## src/rtl/wfg_stim_sine_gen.sv

```systemverilog
// Iterative-CORDIC sine stimulus generator with AXI-stream style output.
// One micro-rotation per clock; the sample is scaled by gain, offset and
// saturated, then held until the downstream handshake advances the phase.
// Optional cosine channel: define WFG_STIM_SINE_GEN_QUAD_EN.

module wfg_stim_sine_gen #(
    parameter int PHASE_W = 16,
    parameter int OUT_W   = 18,
    parameter int ITER    = 16,
`ifdef WFG_STIM_SINE_GEN_QUAD_EN
    localparam int NCH    = 2
`else
    localparam int NCH    = 1
`endif
) (
    input  logic                   clk,
    input  logic                   rst,
    input  logic                   ctrl_en_q_i,
    input  logic                   ctrl_phase_clr_q_i,
    input  logic [PHASE_W-1:0]     inc_val_q_i,
    input  logic [15:0]            gain_val_q_i,
    input  logic [OUT_W-1:0]       offset_val_q_i,
    input  logic                   wfg_axis_tready_i,
    output logic                   wfg_axis_tvalid_o,
    output logic [NCH*OUT_W-1:0]   wfg_axis_tdata_o
);

    // CORDIC datapath width, iteration counter width, product width
    localparam int DW = PHASE_W + 2;
    localparam int IW = $clog2(ITER);
    localparam int PW = DW + 17;
    // Product shift that maps 1.0 * gain(1.0) onto the OUT_W full scale
    localparam int SH = PHASE_W + 15 - (OUT_W - 1);

    localparam logic signed [DW-1:0] K_INIT =
        DW'($rtoi(0.607253 * (2.0 ** PHASE_W) + 0.5));

    localparam logic [OUT_W-1:0] OUT_MAX = {1'b0, {(OUT_W-1){1'b1}}};
    localparam logic [OUT_W-1:0] OUT_MIN = {1'b1, {(OUT_W-1){1'b0}}};
    localparam logic signed [PW-1:0] SAT_MAX = {{(PW-OUT_W+1){1'b0}}, {(OUT_W-1){1'b1}}};
    localparam logic signed [PW-1:0] SAT_MIN = {{(PW-OUT_W+1){1'b1}}, {(OUT_W-1){1'b0}}};

    typedef enum logic [1:0] {IDLE, CALC, SCALE, DONE} state_t;

    state_t                    state, state_n;
    logic [PHASE_W-1:0]        phase_acc, phase_n;
    logic signed [DW-1:0]      x, x_n;
    logic signed [DW-1:0]      y, y_n;
    logic signed [DW-1:0]      z, z_n;
    logic [IW-1:0]             iter, iter_n;
    logic [1:0]                quad, quad_n;
    logic                      tvalid, tvalid_n;
    logic [NCH*OUT_W-1:0]      tdata, tdata_n;

    logic signed [DW-1:0]      atan_tab [ITER];
    logic signed [16:0]        gain_c;
    logic signed [DW-1:0]      sin_ch;
    logic [OUT_W-1:0]          sin_r;
`ifdef WFG_STIM_SINE_GEN_QUAD_EN
    logic signed [DW-1:0]      cos_ch;
    logic [OUT_W-1:0]          cos_r;
`endif

    // Arctangent table in phase units (2^PHASE_W = full turn), built at elaboration
    for (genvar g = 0; g < ITER; g++) begin : g_atan
        localparam int A = (g == 0) ? (1 << (PHASE_W - 3)) :
            $rtoi($atan(1.0 / (2.0 ** g)) * (2.0 ** (PHASE_W - 1)) / 3.14159265358979 + 0.5);
        assign atan_tab[g] = DW'(A);
    end

    // Gain above unity is clamped to 0x7FFF; kept positive in a signed operand
    assign gain_c = gain_val_q_i[15] ? 17'sh07FFF : $signed({1'b0, gain_val_q_i});

    // Scale one channel by gain, add offset and saturate to the OUT_W range;
    // the sum is formed at full product width so it can never wrap.
    function automatic logic [OUT_W-1:0] scale_sat(
        input logic signed [DW-1:0]    ch,
        input logic signed [16:0]      g,
        input logic signed [OUT_W-1:0] off
    );
        logic signed [PW-1:0] p;
        logic signed [PW-1:0] r;
        p = PW'(ch) * PW'(g);
        r = (p >>> SH) + PW'(off);
        if (r > SAT_MAX) begin
            return OUT_MAX;
        end else if (r < SAT_MIN) begin
            return OUT_MIN;
        end
        return r[OUT_W-1:0];
    endfunction

    // Fold the first-quadrant CORDIC result back into the sampled quadrant
    always_comb begin
        sin_ch = y;
`ifdef WFG_STIM_SINE_GEN_QUAD_EN
        cos_ch = x;
`endif
        case (quad)
            2'd1: begin
                sin_ch = x;
`ifdef WFG_STIM_SINE_GEN_QUAD_EN
                cos_ch = -y;
`endif
            end
            2'd2: begin
                sin_ch = -y;
`ifdef WFG_STIM_SINE_GEN_QUAD_EN
                cos_ch = -x;
`endif
            end
            2'd3: begin
                sin_ch = -x;
`ifdef WFG_STIM_SINE_GEN_QUAD_EN
                cos_ch = y;
`endif
            end
            default: begin
                sin_ch = y;
`ifdef WFG_STIM_SINE_GEN_QUAD_EN
                cos_ch = x;
`endif
            end
        endcase
    end

    assign sin_r = scale_sat(sin_ch, gain_c, offset_val_q_i);
`ifdef WFG_STIM_SINE_GEN_QUAD_EN
    assign cos_r = scale_sat(cos_ch, gain_c, offset_val_q_i);
`endif

    // Next-state and next-datapath values for the sample sequencer
    always_comb begin
        state_n  = state;
        phase_n  = phase_acc;
        x_n      = x;
        y_n      = y;
        z_n      = z;
        iter_n   = iter;
        quad_n   = quad;
        tvalid_n = tvalid;
        tdata_n  = tdata;
        case (state)
            IDLE: begin
                if (ctrl_phase_clr_q_i) begin
                    phase_n = '0;
                end else if (ctrl_en_q_i) begin
                    quad_n  = phase_acc[PHASE_W-1 -: 2];
                    z_n     = DW'(phase_acc[PHASE_W-3:0]);
                    x_n     = K_INIT;
                    y_n     = '0;
                    iter_n  = '0;
                    state_n = CALC;
                end
            end
            CALC: begin
                if (z[DW-1]) begin
                    x_n = x + (y >>> iter);
                    y_n = y - (x >>> iter);
                    z_n = z + atan_tab[iter];
                end else begin
                    x_n = x - (y >>> iter);
                    y_n = y + (x >>> iter);
                    z_n = z - atan_tab[iter];
                end
                iter_n = iter + IW'(1);
                if (iter == IW'(ITER - 1)) begin
                    state_n = SCALE;
                end
            end
            SCALE: begin
`ifdef WFG_STIM_SINE_GEN_QUAD_EN
                tdata_n = {cos_r, sin_r};
`else
                tdata_n = sin_r;
`endif
                tvalid_n = 1'b1;
                state_n  = DONE;
            end
            DONE: begin
                if (wfg_axis_tready_i) begin
                    tvalid_n = 1'b0;
                    phase_n  = phase_acc + inc_val_q_i;
                    state_n  = IDLE;
                end
            end
            default: state_n = IDLE;
        endcase
    end

    // Sequencer state register
    always_ff @(posedge clk or posedge rst) begin
        if (rst) begin
            state <= IDLE;
        end else begin
            state <= state_n;
        end
    end

    // Datapath and output registers
    always_ff @(posedge clk or posedge rst) begin
        if (rst) begin
            phase_acc <= '0;
            x         <= '0;
            y         <= '0;
            z         <= '0;
            iter      <= '0;
            quad      <= '0;
            tvalid    <= 1'b0;
            tdata     <= '0;
        end else begin
            phase_acc <= phase_n;
            x         <= x_n;
            y         <= y_n;
            z         <= z_n;
            iter      <= iter_n;
            quad      <= quad_n;
            tvalid    <= tvalid_n;
            tdata     <= tdata_n;
        end
    end

    assign wfg_axis_tvalid_o = tvalid;
    assign wfg_axis_tdata_o  = tdata;

endmodule

```

## config.mk

```make
export PLATFORM = sky130hd
export DESIGN_NAME = wfg_stim_sine_gen
export DESIGN_NICKNAME = d
export VERILOG_FILES = /design/src/rtl/wfg_stim_sine_gen.sv
export SDC_FILE = /design/constraint.sdc
export NUM_CORES = 1
export LEC_CHECK = 0
export ABC_AREA = 0
export BUFFER_PORTS_ARGS = -buffer_cell sky130_fd_sc_hd__buf_2
export CORE_UTILIZATION = 34
export CTS_CLUSTER_DIAMETER = 200
export DETAILED_ROUTE_END_ITERATION = 7
export GPL_TIMING_DRIVEN = 0
export PLACE_DENSITY_LB_ADDON = 0.1
export RECOVER_POWER = 100
export SLEW_MARGIN = 20
export SYNTH_ARGS = -nofsm -noshare
export SYNTH_HDL_FRONTEND = slang
export SYNTH_SLANG_ARGS = --single-unit
export TNS_END_PERCENT = 50
```

## constraint.sdc

```tcl
create_clock -name clk -period 12.8 [get_ports clk]
set_clock_uncertainty 0.1 [all_clocks]
set_input_delay 1.28 -clock clk [delete_from_list [all_inputs] [get_ports clk]]
set_output_delay 1.28 -clock clk [all_outputs]
set_load 0.005 [all_outputs]
```

==> results_dict.tcl <==
set metrics [dict create \
    status "finished, violations left" \
    failed_checks "max-capacitance violations, max-slew violations" \
    dp_hpwl_um 61500 \
    dieHeight_um 256 \
    synth_top_cell_area_share_pct 24.6 \
    synthesis.nets 3166 \
    grt_setup_unrepaired "no" \
    global_route.usage.met2_pct 35.7 \
    longest_individual_stage_delay_on_the_worst_path_ps 550 \
    drv_slew 100 \
    design.core.area_sq_um 63400 \
    final.min_clock_period_ps 12070 \
    area_growth_pct 8.68 \
    layout.nets 3258 \
    reg2regPathDepth 41 \
    gp_congestion 0.883 \
    overflow 0 \
    rr_endpoint "wfg_axis_tdata_o[2]$_DFFE_PP0P_" \
    global_route_wire_length_before_repair_um 117000 \
    grt_util_met1_pct 33.7 \
    groute.usage.overall_pct 22.8 \
    placed_cell_area_sq_um 23500 \
    fmaxAchievable_mhz 82.9 \
    worstReg2RegStart "y[0]$_DFFE_PP0P_" \
    io_buffer_count 73 \
    syn_inst 2653 \
    numCtsBuffers 9 \
    detail_route.first_pass.iterations 6 \
    worst_hold_path.num_cells 2 \
    rrSetupSlack_ps 730 \
    report.final.setup_viol 0 \
    critPathRequiredTime_ps 12960 \
    post_drt_wl_per_cell_um 20.6 \
    critical_path.endpoint_type "flip-flop" \
    critical_path.most_common_cell "fa_1" \
    fill_cells 6694 \
    crit_path_start "y[0]$_DFFE_PP0P_" \
    finalHoldViolCount 0 \
    drc_errors 0 \
    die-area_sq_um 65600 \
    global_route.usage.met3_pct 2.94 \
    pin_count_of_the_biggest_net_entering_global_routing 52 \
    timing.slew.headroom_pct -103 \
    synth.area.top_cells "fa_1 (25%), dfrtp_1 (11%), ha_1 (11%)" \
    synth-seq-area-share_pct 11.1 \
    tritoncts "done" \
    ys_seq_elements 97 \
    via_count_of_the_first_global_routing_pass 19500 \
    synth_edf_count 0 \
    worst-slew-pin-transition_ps 3040 \
    worst_setup_path_endpoint "wfg_axis_tdata_o[2]$_DFFE_PP0P_" \
    drt_first_iter_violations 1593 \
    cp_data_arrival_time_ps 12230 \
    yosys_most_used_dff "dfrtp_1" \
    clk-insertion-delay-late_ps 390 \
    detail-route-antenna-nets 0 \
    cts.sinks 97 \
    vias 19500 \
    hp-start "z[16]$_DFFE_PP0P_" \
    post_layout_inst_area_sq_um 23900 \
    crit_fanout 10 \
    min_path_type "reg2reg" \
    post_route_cells_drive_above_1_share_pct 7.56 \
    avgSynthCellArea_sq_um 8.28 \
    critPathSlowestCell "fa_1" \
    syn_area_sq_um 22000 \
    route.detailed.vias_per_inst 5.41 \
    synth_largest_area_cell "fa_1" \
    worst_setup_hold_path_clk_slew_ps 80 \
    wirelength_um 74000 \
    cts_max_level 3 \
    synth-warning-count 0 \
    cp-start-kind "flip-flop" \
    gr-max-usage-layer "met2" \
    seq_area_sq_um 2430 \
    drv_cap 2 \
    setup.worst_path.class "reg2reg" \
    clock_tree.root_cell "clkbuf_16" \
    async_flop_share_pct 100 \
    cts.path.max_buffers 2 \
    timing.final.crit_share_pct 94.3 \
    floorplan.io_pins 74 \
    rows 92 \
    antenna_found_initial 5 \
    die_w_um 256 \
    start_util_pct 34.6 \
    synth.distinct_cells 90 \
    multi_input_area_sq_um 17800 \
]
[synth_stat cells (all sizes together) (5+ instances only)]
master,n
inv,359
nor2,287
nand2,284
fa,270
ha,188
a21oi,133
o21ai,131
clkbuf,99
dfrtp,97
xnor2,81
nor3,52
xor2,46
a21o,41
nor2b,40
mux4,35
buf,31
mux2i,31
nand3,31
nand2b,28
o21a,28
or3,27
a211oi,26
or2,23
a31oi,22
a22o,20
mux2,16
o22ai,16
and3,15
o31ai,15
and2,13
a211o,12
o21bai,12
o211ai,11
nand3b,9
nor4,9
a21boi,8
nand4,8
a2111oi,6
a221o,6
o221ai,6
o31a,6
a221oi,5
[cells by family (layout without fill, tap and decap cells)]
group	count (synthesis)	after routing	share of synthesized area [%]
multiplexers	82	82	5.90
other	0	1	0
AO/OA/AOI/OAI	550	550	16.4
adder cells (fa/ha/maj)	458	458	35.3
buffers and inverters	491	588	8.64
flip-flops	97	97	11.1
XOR/XNOR	128	128	5.17
AND/OR/NAND/NOR	847	847	17.5
[registers in the layout (all words and copies together), names as in the netlist]
signal,flops
iter,4
phase_acc,16
quad,2
state,2
wfg_axis_tdata_o,18
wfg_axis_tvalid_o,1
x,18
y,18
z,18
[metal layers]
metal  wire [um]  part of all wire, %
met1       36200                   49
met2       33000                   45
met3        3800                  5.1
met4         975                  1.3
met5          34                0.046
[cell type report]
type                       count  area share (%)
tap                          846            4.44
buffer                       128            2.25
timing repair buffer          83            1.71
inverter                     361            5.68
sequential                    97            10.2
clock buffer                   9           0.944
multi-input combinational   2065            74.4
clock inverter                 7           0.367
antenna                        1          0.0105
[layout by cell type, fill, tap and decap left out, drive strengths merged, types with 88 or more instances in the layout]
| master | n |
|---|---|
| dfrtp | 97 |
| ha | 188 |
| inv | 361 |
| clkbuf | 132 |
| fa | 270 |
| a21oi | 133 |
| nand2 | 284 |
| buf | 88 |
| nor2 | 287 |
| o21ai | 131 |
[through the flow]
| step | util, % | worst slack, ps | setup TNS [ps] | hold WS [ps] | std cells |
|---|---|---|---|---|---|
| 3_3_place_gp | 36.9 | -1030 | -16440 | 373 | 3572 |
| 3_5_place_dp | 37.1 | -339 | -4130 | 379 | 3579 |
| 5_1_grt | 37.6 | 46.6 | 0 | 438 | 3597 |
| 2_1_floorplan | - | 2200 | 0 | 355 | 2653 |
| 6_report | 37.6 | 733 | 0 | 394 | 3597 |
| 4_1_cts | 37.6 | 80.3 | 0 | 400 | 3595 |
[worst min path at each step]
stage	end
after CTS	z[16]$_DFFE_PP0P_
final	z[16]$_DFFE_PP0P_
after floorplan	z[7]$_DFFE_PP0P_
after global placement	z[7]$_DFFE_PP0P_
after detailed placement	z[0]$_DFFE_PP0P_
after global routing	z[4]$_DFFE_PP0P_
[critical path: cells and delay by family, from the launching register on]
family / cells / cell delay (ps)
AND/OR/NAND/NOR: 8 / 1740
flip-flops: 1 / 470
buffers and inverters: 7 / 1190
AO/OA/AOI/OAI: 16 / 4280
XOR/XNOR: 1 / 200
adder cells (fa/ha/maj): 9 / 3940
[timing repair]
item                                    in CTS  in global routing
endpoints found under the setup margin      17                 18
hold buffers                                 0                  0
resized for setup                            5                 16
pin swaps                                    0                  2
setup buffers                                0                  3
Power is not shown: default switching activity piles up to over one toggle a cycle in this logic, so the estimate is an artifact.
